[src/rtl/decoder_scan_sequencer.sv]
// Drives 2-to-4 decoder selects through the enabled lines with a programmable dwell per line and enable blanking between lines.
// All outputs are registered and valid one cycle after the deciding edge; there is no backpressure, and stop aborts to IDLE on the next edge.
module decoder_scan_sequencer #(
    parameter int DWELL_W      = 8,
    parameter int BLANK_CYCLES = 1,
    parameter bit EN_ACT_HIGH  = 1'b1
) (
    input  logic               clk_i,
    input  logic               rst_i,
    input  logic               start_i,
    input  logic               stop_i,
    input  logic               mode_cont_i,
    input  logic [DWELL_W-1:0] dwell_i,
    input  logic [3:0]         line_mask_i,
    output logic               sel_a_o,
    output logic               sel_b_o,
    output logic               dec_en_o,
    output logic               busy_o,
    output logic               line_done_o,
    output logic               scan_done_o
);

    typedef enum logic [1:0] {IDLE, ACTIVE, BLANK} state_t;

    localparam int            BW     = (BLANK_CYCLES > 1) ? $clog2(BLANK_CYCLES) : 1;
    localparam logic [BW-1:0] BLAST  = (BLANK_CYCLES > 1) ? BW'(BLANK_CYCLES - 1) : '0;
    localparam logic          EN_ON  = EN_ACT_HIGH;
    localparam logic          EN_OFF = !EN_ACT_HIGH;

    function automatic logic [1:0] lowest(input logic [3:0] m);
        lowest = 2'd0;
        for (int j = 3; j >= 0; j--) begin
            if (m[j]) lowest = 2'(j);
        end
    endfunction

    function automatic logic has_above(input logic [3:0] m, input logic [1:0] i);
        has_above = 1'b0;
        for (int j = 0; j < 4; j++) begin
            if (m[j] && (j > int'(i))) has_above = 1'b1;
        end
    endfunction

    function automatic logic [1:0] next_above(input logic [3:0] m, input logic [1:0] i);
        next_above = i;
        for (int j = 3; j >= 0; j--) begin
            if (m[j] && (j > int'(i))) next_above = 2'(j);
        end
    endfunction

    state_t             state_q, state_d;
    logic [1:0]         idx_q, idx_d;
    logic [DWELL_W-1:0] cnt_q, cnt_d;
    logic [DWELL_W-1:0] dwell_q, dwell_d;
    logic [BW-1:0]      bcnt_q, bcnt_d;
    logic [3:0]         mask_q, mask_d;
    logic [1:0]         sel_q, sel_d;
    logic               en_q, en_d;
    logic               busy_q, busy_d;
    logic               ld_q, ld_d;
    logic               sd_q, sd_d;
    logic               adv, go_idle, last_cycle;

    always_comb begin
        state_d = state_q;
        idx_d   = idx_q;
        cnt_d   = cnt_q;
        bcnt_d  = bcnt_q;
        dwell_d = dwell_q;
        mask_d  = mask_q;
        adv     = 1'b0;
        go_idle = 1'b0;
        case (state_q)
            IDLE: begin
                if (start_i && !stop_i && (line_mask_i != 4'b0000)) begin
                    state_d = ACTIVE;
                    dwell_d = (dwell_i == '0) ? DWELL_W'(1) : dwell_i;
                    mask_d  = line_mask_i;
                    idx_d   = lowest(line_mask_i);
                    cnt_d   = '0;
                end
            end
            ACTIVE: begin
                if (stop_i) begin
                    go_idle = 1'b1;
                end else if (cnt_q == dwell_q - DWELL_W'(1)) begin
                    if (BLANK_CYCLES > 0) begin
                        state_d = BLANK;
                        bcnt_d  = '0;
                    end else begin
                        adv = 1'b1;
                    end
                end else begin
                    cnt_d = cnt_q + DWELL_W'(1);
                end
            end
            BLANK: begin
                if (stop_i) begin
                    go_idle = 1'b1;
                end else if (bcnt_q == BLAST) begin
                    adv = 1'b1;
                end else begin
                    bcnt_d = bcnt_q + BW'(1);
                end
            end
            default: go_idle = 1'b1;
        endcase

        // mode_cont is only consulted here, at the wrap point of a scan
        if (adv) begin
            cnt_d = '0;
            if (has_above(mask_q, idx_q)) begin
                idx_d   = next_above(mask_q, idx_q);
                state_d = ACTIVE;
            end else if (mode_cont_i) begin
                idx_d   = lowest(mask_q);
                state_d = ACTIVE;
            end else begin
                go_idle = 1'b1;
            end
        end
        if (go_idle) begin
            state_d = IDLE;
            idx_d   = 2'd0;
            cnt_d   = '0;
            bcnt_d  = '0;
        end

        // outputs are precomputed from next state so that they leave flops
        sel_d      = (state_d == IDLE) ? 2'b00 : idx_d;
        en_d       = (state_d == ACTIVE) ? EN_ON : EN_OFF;
        busy_d     = (state_d != IDLE);
        ld_d       = (state_d == ACTIVE) && (cnt_d == dwell_d - DWELL_W'(1));
        last_cycle = (BLANK_CYCLES > 0) ? ((state_d == BLANK) && (bcnt_d == BLAST)) : ld_d;
        sd_d       = last_cycle && !has_above(mask_d, idx_d);
    end

    always_ff @(posedge clk_i) begin
        if (rst_i) begin
            state_q <= IDLE;
            idx_q   <= 2'd0;
            cnt_q   <= '0;
            bcnt_q  <= '0;
            dwell_q <= '0;
            mask_q  <= 4'b0000;
            sel_q   <= 2'b00;
            en_q    <= EN_OFF;
            busy_q  <= 1'b0;
            ld_q    <= 1'b0;
            sd_q    <= 1'b0;
        end else begin
            state_q <= state_d;
            idx_q   <= idx_d;
            cnt_q   <= cnt_d;
            bcnt_q  <= bcnt_d;
            dwell_q <= dwell_d;
            mask_q  <= mask_d;
            sel_q   <= sel_d;
            en_q    <= en_d;
            busy_q  <= busy_d;
            ld_q    <= ld_d;
            sd_q    <= sd_d;
        end
    end

    assign sel_a_o     = sel_q[1];
    assign sel_b_o     = sel_q[0];
    assign dec_en_o    = en_q;
    assign busy_o      = busy_q;
    assign line_done_o = ld_q;
    assign scan_done_o = sd_q;

endmodule

[config.mk]
export PLATFORM = sky130hd
export DESIGN_NAME = decoder_scan_sequencer
export DESIGN_NICKNAME = d
export VERILOG_FILES = /design/src/rtl/decoder_scan_sequencer.sv
export SDC_FILE = /design/constraint.sdc
export NUM_CORES = 1
export LEC_CHECK = 0
export CAP_MARGIN = 30
export CORE_AREA = 8 8 64 88
export DETAILED_ROUTE_END_ITERATION = 6
export DIE_AREA = 0 0 72 96
export HOLD_SLACK_MARGIN = 0.1
export PLACE_DENSITY = 0.83
export SYNTH_ARGS = -nofsm -noshare
export SYNTH_HDL_FRONTEND = slang
export SYNTH_SLANG_ARGS = --single-unit
[constraint.sdc]
create_clock -name clk_i -period 8.15 [get_ports clk_i]
set_input_delay 2.445 -clock clk_i [delete_from_list [all_inputs] [get_ports clk_i]]
set_output_delay 2.445 -clock clk_i [all_outputs]
set_load 0.02 [all_outputs]
# ---- After elaboration in Yosys (flattened, before gate mapping)
# Cells that the tools add are included.
dict set report totals {
  ff_bits 31
  latch_bits 0
  ram_bits 0
  mem_bits_ro 0
  inputBits 17
  output_inout_bits 6
  elab_cells 108
  mem_count 0
}
dict set report classes {
  n_addsub 4
  mul 0
  n_div 0
  n_lt_le_gt_ge 6
  n_eq_ne 6
  shift 0
  mux 58
  bitwise 1
  reduce_logical 21
}
# operator n
set op_table {}
lappend op_table {{8-bit two-way mux} 8}
lappend op_table {{2-bit two-way mux} 24}
lappend op_table {{1-bit two-way mux} 20}
lappend op_table {{8-bit == test} 2}
lappend op_table {{8-bit case mux with 2 select lines} 1}
lappend op_table {{8-bit by 1-bit subtractor with 8-bit output (second input constant)} 2}
lappend op_table {{1-bit logical AND} 11}
lappend op_table {{8-bit by 1-bit adder with 8-bit output (second input constant)} 1}
lappend op_table {{2-bit greater-than comparator (first input constant)} 4}
lappend op_table {{8-bit logical NOT} 1}
lappend op_table {{4-bit two-way mux} 2}
lappend op_table {{2-bit by 1-bit == test with 1-bit output (second input constant)} 2}
lappend op_table {{2-bit == test (second input constant)} 2}
lappend op_table {{1-bit by 2-bit greater-than comparator with 1-bit output (first input constant)} 2}
lappend op_table {{2-bit logical NOT} 2}
lappend op_table {{1-bit case mux with 2 select lines} 2}
lappend op_table {{2-bit case mux with 2 select lines} 1}
lappend op_table {{4-bit nonzero test} 1}
lappend op_table {{2-bit OR reduction} 2}
lappend op_table {{1-bit logical NOT} 2}
lappend op_table {{2-bit AND reduction} 1}
lappend op_table {{2-bit nonzero test} 1}
lappend op_table {{1-bit adder (second input constant)} 1}
lappend op_table {{1-bit inverter} 1}

# ---- Depth between registers and ports, before layout
dict set report logic_depth {
  depth_word 17
  mapped_depth 18
  depth_no_buf 16
}

# ---- Worst setup path after synthesis
# OpenSTA, ideal clock, no wires.
dict set report synth_timing {
  kind {input to register}
  from {input line_mask_i[0]}
  to {register ld_q, in the netlist line_done_o}
  setup_time_ps 61
  t_arrival_ps 6170
  required_time_ps 8089
  path_slack_ps 1919
  path_stages 15
  path_buffers 3
  cell_sequence {or4_1 nand2b_1 buf_2 buf_1 buf_1 mux2i_1 ha_1 nor3b_1 xor2_1 mux2i_1 and3_1 mux2_2 or4_1 nor4_1 and4_1}
}
dict set report synth_via {
  elab_chain_len 10
  elab_cells_between_ends 18
  classes_between {add/sub: 1; eq/ne: 2; mux: 12; reduce/logical: 3}
}
# element line
set synth_rtl {}
lappend synth_rtl {{from (decl)} 14} ;# input logic [3:0] line_mask_i,
lappend synth_rtl {{4-bit nonzero test *} 75} ;# if (start_i && !stop_i && (line_mask_i != 4'b0000)) begin
lappend synth_rtl {{1-bit logical AND *} 75}
lappend synth_rtl {{parallel branches: the longest is 7 deep, another holds 8-bit by 1-bit subtractor with 8-bit output} --}
lappend synth_rtl {{1-bit logical AND *} 133} ;# ld_d = (state_d == ACTIVE) && (cnt_d == dwell_d - DWELL_W'(1));
lappend synth_rtl {{to (signal assigned)} 161} ;# ld_q <= ld_d;
lappend synth_rtl {{to (decl)} 60} ;# logic ld_q, ld_d;
# Every way passes the cells marked *.
# A chain may end at the register's enable or synchronous reset.

# ---- Final worst setup path
dict set report layout_timing {
  from {input stop_i}
  to {register ld_q, in the netlist line_done_o}
}
dict set report layout_via {
  elab_chain_len 11
  elab_cells_between_ends 28
  classes_between {add/sub: 1; eq/ne: 2; mux: 21; reduce/logical: 4}
}
# element line
set layout_rtl {}
lappend layout_rtl {{from (decl)} 11} ;# input logic stop_i,
lappend layout_rtl {{parallel branches: the longest is 10 deep, another holds 8-bit by 1-bit subtractor with 8-bit output} --}
lappend layout_rtl {{1-bit logical AND *} 133}
# Marks and branches as above.

==> results.json <==
{
  "finalSetupViolCount": 0,
  "placedInstanceArea_um2": 2830,
  "tritoncts.num_buffers": 5,
  "postCtsHoldBufs": 0,
  "final-max-slew-violation-count": 0,
  "hp-class": "reg -> reg",
  "final_common_cell": "nor2_1",
  "number_of_enable_flip_flop_cells_after_synthesis": 0,
  "avgViaCountPerCell": 6.48,
  "drcViolationCount": 0,
  "drtPass1Iterations": 5,
  "syn_area_um2": 2610,
  "clk_pin_slew_worst_paths_ns": 0.08,
  "h-tree-depth": 2,
  "status": "finished clean",
  "critPathMaxStageDelay_ns": 0.71,
  "synth_nets": 382,
  "worstPathRequired_ns": 8.39,
  "synth_xor_area_frac": 0.0724,
  "cts_setup_buffers": 0,
  "clock_latency_ns": 0.29,
  "critPathSlowestCell": "clkdlybuf4s50_1",
  "worstMarginPinSlew_ns": 0.991,
  "synth_sequential_area_ratio": 0.238,
  "gp_congestion": 0.979,
  "grt_usage": 0.230,
  "drv_cap": 0,
  "postRouteWirelength_um": 7720,
  "utilization": 0.669,
  "top_library_cells_by_usage_in_the_layout_fill_and_taps_aside": "42 x nor2_1, 41 x nand2_1, 31 x dfxtp_1",
  "die_area_um2": 6910,
  "cts_root_buf": "clkbuf_8",
  "n_antenna_cell": 0,
  "final_net_count": 392,
  "post_route_cells_drive_above_1_share": 0.0568,
  "yosys-mux-area-fraction": 0.0441,
  "syn-mean-instance-area_um2": 7.27,
  "largest_net_degree_at_the_start_of_global_routing": 26,
  "overflow": 0,
  "ir_worst_vdd_mv": 0.120,
  "dr_iter_0_viols": 275,
  "layout.cell_area.non_filler_um2": 2940,
  "fp_rows": 29,
  "arrival_ns": 6.77,
  "start_util": 0.595,
  "die_h_um": 96,
  "via_count": 2798,
  "cts-resized-gates": 0,
  "worst-path-max-fanout": 16,
  "synth_top_family_by_area": "simple AND/OR/NAND/NOR gates",
  "post_synth_fa_ha_maj_area_fraction": 0.0287,
  "path_class": "in -> reg",
  "clock.fmax_ghz": 0.153,
  "clk_path_buf_depth": 2,
  "critical_path.cell_chain": "clkdlybuf4s50_1, nand3b_1, nand2b_1, a32oi_1, inv_1, ha_1, nor3b_1, xor2_1, mux2i_1, nor2_1, mux2_2, or4_1, nor4_1, and4_1",
  "finalClockSkew_ns": 0.00945,
  "grt_pass1_wl_um": 12600,
  "synthesized_flop_and_latch_total": 31,
  "post_synth_inst_count": 359,
  "numPortBuffers": 22,
  "detailedPlacementHpwl_um": 5670,
  "p_leak_uw": 0.00103,
  "min_period_ns": 6.54,
  "number_of_global_route_vias_before_repair": 2711,
  "synth-main-ff-cell": "dfxtp_1",
  "core_area_um2": 4390,
  "rsz0062_at_grt": "no",
  "final_min_period_over_clock_period": 0.802,
  "synth_simple_gate_area_frac": 0.348,
  "nature_of_the_critical_path_endpoint": "register",
  "tritoncts": "built",
  "cellPowerDensity_nw_per_um2": 160,
  "yosys.cell_types.count": 57,
  "non_filler_cells_final": 432,
  "antenna_found_initial": 0,
  "worstSetupStartpointType": "input pin",
  "worst_relative_slew_slack": 0.337,
  "tritoncts_num_sinks": 31,
  "io_pins": 23,
  "wire_per_inst_um": 17.9,
  "fin_setup_tns_ns": 0,
  "asyncSetResetFlopFracSynth": 0,
  "synth_warnings": 0,
  "synth_compound_area_frac": 0.212,
  "endpoints_failing_hold": 0,
  "post-place-cells": 424,
  "chipWidth_um": 72,
  "area_growth_syn_to_layout_pct": 12.4,
  "final_antenna_net_count": 0
}
-- state kept, by name (all words and copies together) (netlist names), 2 cells and up --
name / count
mask_q: 4
idx_q: 2
sel_q: 2
cnt_q: 8
state_q: 2
dwell_q: 8
-- per-layer routing --
layer	up-vias	global-route usage	share of wire
met1	1311	0.262	0.40
met5	-	0	0
met3	22	0.0313	0.069
met4	0	0.106	0.033
li1	1338	-	-
met2	127	0.413	0.50
-- final timing paths --
| path | start | to | slack, ns | cells past startpoint |
|---|---|---|---|---|
| max | stop_i | line_done_o | 1.61 | 14 |
| min | mask_q[0] | mask_q[0] | 0.46 | 2 |
| max reg2reg | state_q[1] | line_done_o | 3.66 | 15 |
| min reg2reg | mask_q[0] | mask_q[0] | 0.46 | 2 |
-- logic make-up (layout without fill, tap and decap cells) --
family / count (synthesis) / after routing
and+or+nand+nor: 171 / 171
AOI/OAI and AO/OA: 85 / 85
buffers and inverters: 35 / 46
DFF: 31 / 31
xor gates and xnor gates: 20 / 20
muxes: 11 / 11
adders and majority gates: 6 / 6
-- power breakdown --
part,total [uW],switching [uW],internal [uW]
Clock,141,64.5,76.9
Sequential,166,8.06,158
Combinational,162,96.1,66.0
Total,470,169,301
-- stage by stage --
step,total power (uW),hold WS (ns),setup WS [ns]
CTS,466,0.457,1.67
global route,492,0.472,1.26
global placement,326,0.445,1.53
floorplan,280,0.436,1.92
detailed placement,326,0.447,1.38
finish,470,0.456,1.61
-- worst max-delay path: cells and delay by family --
kind                       cells  cell delay, ns
muxes                          2            0.69
xor gates and xnor gates       1            0.15
adders and majority gates      1            0.28
buffers and inverters          2            0.83
and+or+nand+nor                7            1.87
AOI/OAI and AO/OA              1            0.49
-- synth_stat cells, drive strengths merged, types with 2 or more instances --
master / number / area share
nand2b: 4 / 0.0096
or3b: 2 / 0.0067
a21oi: 23 / 0.044
nor4bb: 3 / 0.012
nor3b: 6 / 0.017
o21ai: 16 / 0.031
nand3b: 2 / 0.0057
a31oi: 7 / 0.017
and2: 4 / 0.0096
and4: 3 / 0.010
mux2: 4 / 0.017
o22ai: 3 / 0.0072
clkbuf: 16 / 0.023
nand2: 41 / 0.059
a211oi: 10 / 0.029
xor2: 7 / 0.023
mux2i: 7 / 0.027
nor3: 11 / 0.021
inv: 13 / 0.019
nor2: 42 / 0.060
dfxtp: 31 / 0.24
a32oi: 2 / 0.0067
o31a: 2 / 0.0067
or4b: 2 / 0.0077
buf: 6 / 0.015
or3: 13 / 0.033
nor4: 8 / 0.025
ha: 6 / 0.029
nor2b: 3 / 0.0072
nand3: 10 / 0.019
xnor2: 12 / 0.040
or4: 5 / 0.014
a22oi: 4 / 0.012
nand4: 7 / 0.017
o21a: 2 / 0.0057
and3: 3 / 0.0072
o211ai: 4 / 0.012
-- layout make-up --
type / instances / area (um^2)
flip-flops and latches: 31 / 621
clock buffers: 7 / 96.3
clock inverters: 1 / 7.51
well taps: 62 / 77.6
inverters: 13 / 48.8
fillers: 390 / 1460
multi-input cells: 293 / 1840
repair buffers: 25 / 243
Note: power is estimated with default switching activity, not from simulation.
